### src/rtl/dma_result_packer.sv
// dma_result_packer: round-robin packing of per-lane results into a 32-bit DMA word stream
module dma_result_packer #(
  parameter int NUM_LANES = 18,
  parameter int DATA_W = 25,
  parameter int IDX_W = 5,
  parameter int CNT_W = 16
) (
  input  logic                        clk,
  input  logic                        rst,
  input  logic [NUM_LANES-1:0]        lane_valid,
  input  logic [NUM_LANES*DATA_W-1:0] lane_data,
  output logic [NUM_LANES-1:0]        lane_ready,
  output logic [31:0]                 DMAport,
  output logic                        dma_valid,
  input  logic                        dma_ready,
  output logic [CNT_W-1:0]            word_count,
  output logic                        idle
);
  logic [NUM_LANES-1:0] full;
  logic [DATA_W-1:0] buf_q [NUM_LANES];
  logic [IDX_W-1:0] last_code;
  logic [IDX_W-1:0] sel_code;
  logic found;
  logic free;
  int c;
  int sel_lane;
  always_comb begin
    found = 1'b0;
    sel_lane = 0;
    c = 0;
    for (int k = 1; k <= NUM_LANES; k++) begin
      c = int'(last_code) + k;
      c = c >= NUM_LANES ? c - NUM_LANES : c;
      if (!found && full[NUM_LANES-1-c]) begin
        found = 1'b1;
        sel_lane = NUM_LANES - 1 - c;
      end
    end
  end
  assign sel_code = IDX_W'(NUM_LANES - 1 - sel_lane);
  assign free = ~dma_valid | dma_ready;
  assign lane_ready = ~full;
  assign idle = ~|full & ~dma_valid;
  always_ff @(posedge clk)
    for (int i = 0; i < NUM_LANES; i++)
      if (lane_valid[i] && !full[i]) buf_q[i] <= lane_data[i*DATA_W +: DATA_W];
  always_ff @(posedge clk) begin
    if (rst) begin
      full <= '0;
      dma_valid <= 1'b0;
      DMAport <= '0;
      word_count <= '0;
      last_code <= IDX_W'(NUM_LANES - 1);
    end else begin
      for (int i = 0; i < NUM_LANES; i++)
        if (lane_valid[i] && !full[i]) full[i] <= 1'b1;
      if (found && free) full[sel_lane] <= 1'b0;
      if (dma_valid && dma_ready) word_count <= word_count + 1'b1;
      if (free) dma_valid <= found;
      if (found && free) begin
        DMAport <= {buf_q[sel_lane], 2'b00, sel_code};
        last_code <= sel_code;
      end
    end
  end
endmodule

### config.mk
export PLATFORM = sky130hd
export DESIGN_NAME = dma_result_packer
export DESIGN_NICKNAME = d
export VERILOG_FILES = /design/src/rtl/dma_result_packer.sv
export SDC_FILE = /design/constraint.sdc
export NUM_CORES = 1
export LEC_CHECK = 0
export CAP_MARGIN = 10
export CORE_MARGIN = 4
export CORE_UTILIZATION = 25
export DETAILED_ROUTE_END_ITERATION = 6
export GPL_TIMING_DRIVEN = 0
export PLACE_DENSITY = 0.5
export SYNTH_ARGS = -nofsm -noshare
export SYNTH_HDL_FRONTEND = slang
export SYNTH_SLANG_ARGS = --single-unit
### constraint.sdc
create_clock -name clk -period 21.5 [get_ports clk]
set_input_delay 2.15 -clock clk [delete_from_list [all_inputs] [get_ports clk]]
set_output_delay 2.15 -clock clk [all_outputs]
set_load 0.1 [all_outputs]
# After elaboration in Yosys (flattened, before gate mapping)
# Memory sizes are Yosys's and may differ from the RTL's. A register that Yosys moved wholly into a read port is not among the register bits.
# Index checks and enable logic that the tools add are counted.
# classes
reduce_logical	75
n_shift	0
n_lt_le_gt_ge	38
eq_ne	0
bitwise_logic	6
div	0
muxes	183
n_mul	0
add_sub_neg	56
# op_table
operator	n
$mux W32	36
$lt A32 B7 Y1 const B	19
$sub A6 B32 Y32 const A	18
$mux W1	127
$sub A6 B5 Y7 const B	18
$ge A6 B5 Y1 const B	18
$bmux W1 S5	18
$add A5 B4 Y6 const B	8
$logic_and A1 B1 Y1	38
$logic_not A1 Y1	36
$not A18 Y18	2
$ge A32 B1 Y1 const B	1
$add A5 B3 Y6 const B	4
$add A5 B5 Y6 const B	3
$and A18 B18 Y18	1
$mux W18	1
$reduce_or A18 Y1	1
$add A16 B1 Y16 const B	1
$add A5 B2 Y6 const B	2
$add A5 B1 Y6 const B	1
$demux W1 S5	1
$sub A5 B5 Y5 const A	1
$and A1 B1 Y1	1
$not A1 Y1	1
$or A1 B1 Y1	1
# totals
out_inout_bits	68
word_cells	364
reg_bits	70
n_memories	1
mem_bits_rw	450
latch_bits	0
inputBits	471
mem_bits_ro	0
# mem_list
name	words	width	read_ports	rd_ports_with_merged_regs	write_ports	line_no	rtl
buf_q	18	25	1	1	18	20	logic [DATA_W-1:0] buf_q [NUM_LANES];

# Longest topological paths before layout
# logic_depth
ltp_word	66
mapped_depth	39
mapped_depth_nobuf	26

# Least setup slack after synthesis
# No wires, ideal clock.
# synth_path
kind	register to register
startpoint	register last_code[1]
endpoint	register last_code[2]
n_path_buf	12
setup_ps	128
required_time_ps	21372
path_slack_ps	13243
t_arrival_ps	8129
stages_incl_launch_ff	37
period_less_slack_ps	8257
path_cell_list	dfxtp_1 > buf_4 > clkinv_1 > clkbuf_1 > clkbuf_1 > ha_1 > inv_1 > clkbuf_1 > buf_1 > ha_1 > inv_2 > o32a_1 > or3_1 > and3_1 > clkbuf_1 > inv_1 > ha_1 > mux4_2 > a31o_2 > a211oi_2 > a221oi_1 > or3b_1 > buf_2 > or4b_1 > buf_2 > or3_1 > clkbuf_1 > nor2_2 > a21o_1 > a21oi_1 > o21ai_1 > buf_4 > buf_2 > buf_2 > ha_1 > a21oi_1 > nor2_1
# synth_via
elab_chain_cells	60
word_cells_on_any_way	216
classes_between	add/sub (55); order compare (18); mux (108); reduce/logical (35)
# synth_rtl
item	line_no	rtl
from (decl)	21	logic [IDX_W-1:0] last_code;
from (signal assigned)	53	last_code <= IDX_W'(NUM_LANES - 1);
from (signal assigned)	62	last_code <= sel_code;
$add A5 B1 Y6	32	c = int'(last_code) + k;
$sub A6 B5 Y7 / $ge A6 B5 Y1 (equally long branches)	33	c = c >= NUM_LANES ? c - NUM_LANES : c;
$mux W32	33	
$sub A6 B32 Y32	34, 36	
$bmux W1 S5	34	if (!found && full[NUM_LANES-1-c]) begin
$mux W1 (not written as such) (2 in series)	34	
$mux W1	34	
$logic_not A1 Y1	34	
(+44 left out)	-	
$logic_not A1 Y1	34	
$logic_and A1 B1 Y1	34	
$mux W1	34	
$logic_not A1 Y1	34	
$logic_and A1 B1 Y1	34	
$mux W32 (*)	34	
$sub A5 B5 Y5 (*)	40	assign sel_code = IDX_W'(NUM_LANES - 1 - sel_lane);
named net sel_code[2]	22	logic [IDX_W-1:0] sel_code;
# Mark *: on every way through the listed nets, which the timed path passes. The rest lies on a longest branch. The select of a mux whose other input is x is not followed.
# A chain may end at the register's enable or synchronous reset.

# Worst setup path after layout
# layout_path
startpoint	register last_code[1]
endpoint	register DMAport[14], read port of buf_q
# layout_via
elab_chain_cells	60
word_cells_on_any_way	215
classes_between	add/sub (54); order compare (18); mux (108); reduce/logical (35)
# layout_rtl
item	line_no	rtl
$add A5 B1 Y6	32	
$sub A6 B5 Y7 / $ge A6 B5 Y1 (equally long branches)	33	
$mux W32	33	
$sub A6 B32 Y32	34, 36	
$bmux W1 S5	34	
$mux W1 (not written as such) (2 in series)	34	
$mux W1	34	
$logic_not A1 Y1	34	
(+43 left out)	-	
$mux W1	34	
$logic_not A1 Y1	34	
$logic_and A1 B1 Y1	34	
$mux W1	34	
$logic_not A1 Y1	34	
$logic_and A1 B1 Y1	34	
$mux W1	34	
$logic_and A1 B1 Y1	60	if (found && free) begin
to (decl)	13	output logic [31:0] DMAport,
# Several ways; a longest one is shown, not always the timed one. The select of a mux whose other input is x is not followed.

==> results.cfg <==
[run_status]
status = finished with violations
failed_checks = design-rule violations

[logic_synthesis]
syn_area_um2 = 35700
synth_top_area_cell = edfxtp_1
synthArstFlopShare_pct = 0
yosysUniqueCellTypes = 124
synth_flop_cell = edfxtp_1
synth.yosys.seq_area_share_pct = 41.7
yosysTopAreaCellShare_pct = 37.9
ys_seq_elements = 517
synth_edf_count = 450
postSynthCellCount = 3686
synth_area_leaders = edfxtp_1, ha_1, nand2_1, dfxtp_1, mux2i_1
synth-warning-count = 0
syn_avg_cell_area_um2 = 9.67

[floorplanning]
coreArea_um2 = 142000
die_x_um = 386
io_pins = 539
num_rows = 138
die_h_um = 386
die-area_um2 = 149000
start_util_pct = 25.2

[timing]
max-slew-margin-rel_pct = 3.32
tns_ns = 0
setup_viol = 0
period_share_pct = 65.7
slew_viol_final = 0
tightest_slew_ns = 1.44
final.min_clock_period_ns = 14.13
rsz0062_at_grt = false
finalClockSkew_ns = 0.0503
hold_viol = 0
timing.fmax_ghz = 0.0708

[global_routing]
grt_pass1_vias = 33186
track_usage_pct = 25.2
grt.overflow.total = 0
grt_max_degree = 26
antenna_found_initial = 52
grt_pass1_wl_um = 265000

[detailed_routing]
dr.pass1.iters = 7
post_drt_wl_per_cell_um = 31.3
routed_wl_um = 195000
first_iter_violations = 4153
drc_errors = 1
vias_per_cell = 5.54
vias = 34599
antenna_left = 0

[worst_setup_path]
r2r_start = last_code[1]$_SDFFE_PP0P_
rrSetupSlack_ns = 7.37
end_kind = flop
worstPathBufferInverterCount = 15
crit_family = buffers and inverters
r2r_end = DMAport[14]$_SDFFE_PP0P_
max_stage_delay_ns = 0.93
worst-path-max-fanout = 14
start_kind = flop
r2r_cells = 34
arrival_ns = 14.66
cpMostUsedCell = clkbuf_1
critPathSlowestCell = clkbuf_1
cp-startpoint = last_code[1]$_SDFFE_PP0P_
worst-endpoint-required_ns = 22.03
worst-setup-path-type = flop to flop

[placed_design]
gp_congestion = 1.01
portBuffers = 535
hpwl_um = 159000

[clock_network]
cts_buffer_depth = 3
clkTransAtPathRegs_ns = 0.07
cts_tree = done
cts_resized = 0
clock-sinks = 517
clk_latency_ns = 0.62
ctsRootBufferMaster = clkbuf_16
hold_buffers = 0
cts-buffers-inserted = 48
cts_max_level = 2
cts_setup_buffers = 0

[cells_and_area]
drive_gt1_share_pct = 9.42
syn2layout_area_growth_pct = 28.1
post-route-util_pct = 32.3
nets = 4954

[worst_hold_path]
min_to = DMAport[4]$_SDFFE_PP0P_
hold_depth = 2
hold_start = DMAport[4]$_SDFFE_PP0P_
min_path_type = flop to flop

[run]
drv_cap = 0
## cell families (layout without fill, tap and decap cells)
| kind of cell | count (synthesis) | in the layout | share of synthesized area (%) |
|---|---|---|---|
| fa+ha+maj | 189 | 189 | 6.63 |
| buf+inv | 315 | 961 | 4.24 |
| mux | 209 | 209 | 7.20 |
| simple gates | 1257 | 1257 | 16.7 |
| other cells | 1 | 23 | 0.0105 |
| xor+xnor | 111 | 111 | 2.98 |
| flops | 517 | 517 | 41.7 |
| compound gates | 1087 | 1087 | 20.6 |
## worst min-delay path, stage by stage, from the launching register on
cell and delay (ns):
dfxtp_1 0.34, nand2b_1 0.07, a21oi_1 0.06
## metal layers
metal	GRT usage, %	share of wire (%)
met5	0	0.079
met4	10.4	4.7
met3	5.32	8.7
met2	43.4	48
met1	30.6	38
## placed cells by master (no fill, tap or decap), types with 26 or more instances in the layout
cell / Yosys / routed
edfxtp_1: 450 / 450
mux2_2: 60 / 60
nand2b_1: 34 / 34
a31oi_1: 134 / 134
or2_2: 26 / 26
nand2_1: 493 / 493
nor4_1: 27 / 27
inv_1: 65 / 65
buf_2: 62 / 62
dfxtp_1: 67 / 67
nand3_1: 117 / 117
a21oi_1: 217 / 217
o211ai_1: 47 / 47
ha_1: 189 / 189
mux2i_1: 116 / 115
a211oi_1: 29 / 29
a21o_1: 44 / 44
mux4_2: 32 / 32
clkbuf_16: 0 / 48
clkbuf_1: 133 / 143
and2_1: 30 / 30
clkdlybuf4s50_1: 0 / 535
o21ai_0: 223 / 222
and3_1: 28 / 28
nand4_1: 38 / 38
xnor2_1: 79 / 79
a32oi_1: 52 / 52
o22ai_1: 35 / 35
nor2_1: 273 / 273
nor3_1: 48 / 48
## registers in the layout (all words and copies together), names as in the netlist
name and flops:
DMAport 27, buf_q 450, dma_valid 1, full 18
last_code 5, word_count 16
## Yosys cell counts (all sizes together) (41+ instances only)
master and number:
o211ai 48, a31oi 134, nand2 494, dfxtp 67
xnor2 81, ha 189, clkbuf 134, a32oi 52
a21o 45, mux2 61, a21oi 219, inv 67
buf 110, mux2i 116, nand3 119, edfxtp 450
nor2b 41, nor3 53, nor2 277, o21ai 229
## worst max path at each step
stage,slack [ns],end,depth (start not counted)
4_1_cts,7.38,DMAport[14]$_SDFFE_PP0P_,34
3_3_place_gp,7.44,DMAport[14]$_SDFFE_PP0P_,34
6_report,7.37,DMAport[14]$_SDFFE_PP0P_,34
2_1_floorplan,13.24,last_code[2]$_SDFFE_PP0P_,36
3_5_place_dp,7.42,DMAport[14]$_SDFFE_PP0P_,34
5_1_grt,6.92,DMAport[14]$_SDFFE_PP0P_,34
## layout make-up
cell class / instances / area, µm²
diodes: 21 / 52.6
plain buffers: 244 / 1250
clock buffers: 65 / 1340
clock inverters: 24 / 343
fillers: 14857 / 95900
inverters: 71 / 267
multi-input cells: 2855 / 19400
flip-flops and latches: 517 / 14900
well taps: 1890 / 2360
repair buffers: 557 / 5760
## metrics by stage
step / std cells / worst slack (ns) / cell area (µm²) / hold WS [ns]
finish: 6244 / 7.37 / 45700 / 0.515
detailed placement: 6134 / 7.42 / 43900 / 0.508
global route: 6233 / 6.92 / 45600 / 0.537
floorplan: 3687 / 13.24 / 35700 / 0.507
CTS: 6223 / 7.38 / 45600 / 0.518
global placement: 6112 / 7.44 / 43400 / 0.503
Power is left out: the tool's default activity adds up to more than one toggle a clock period on the data nets, which glitch-free logic cannot reach.
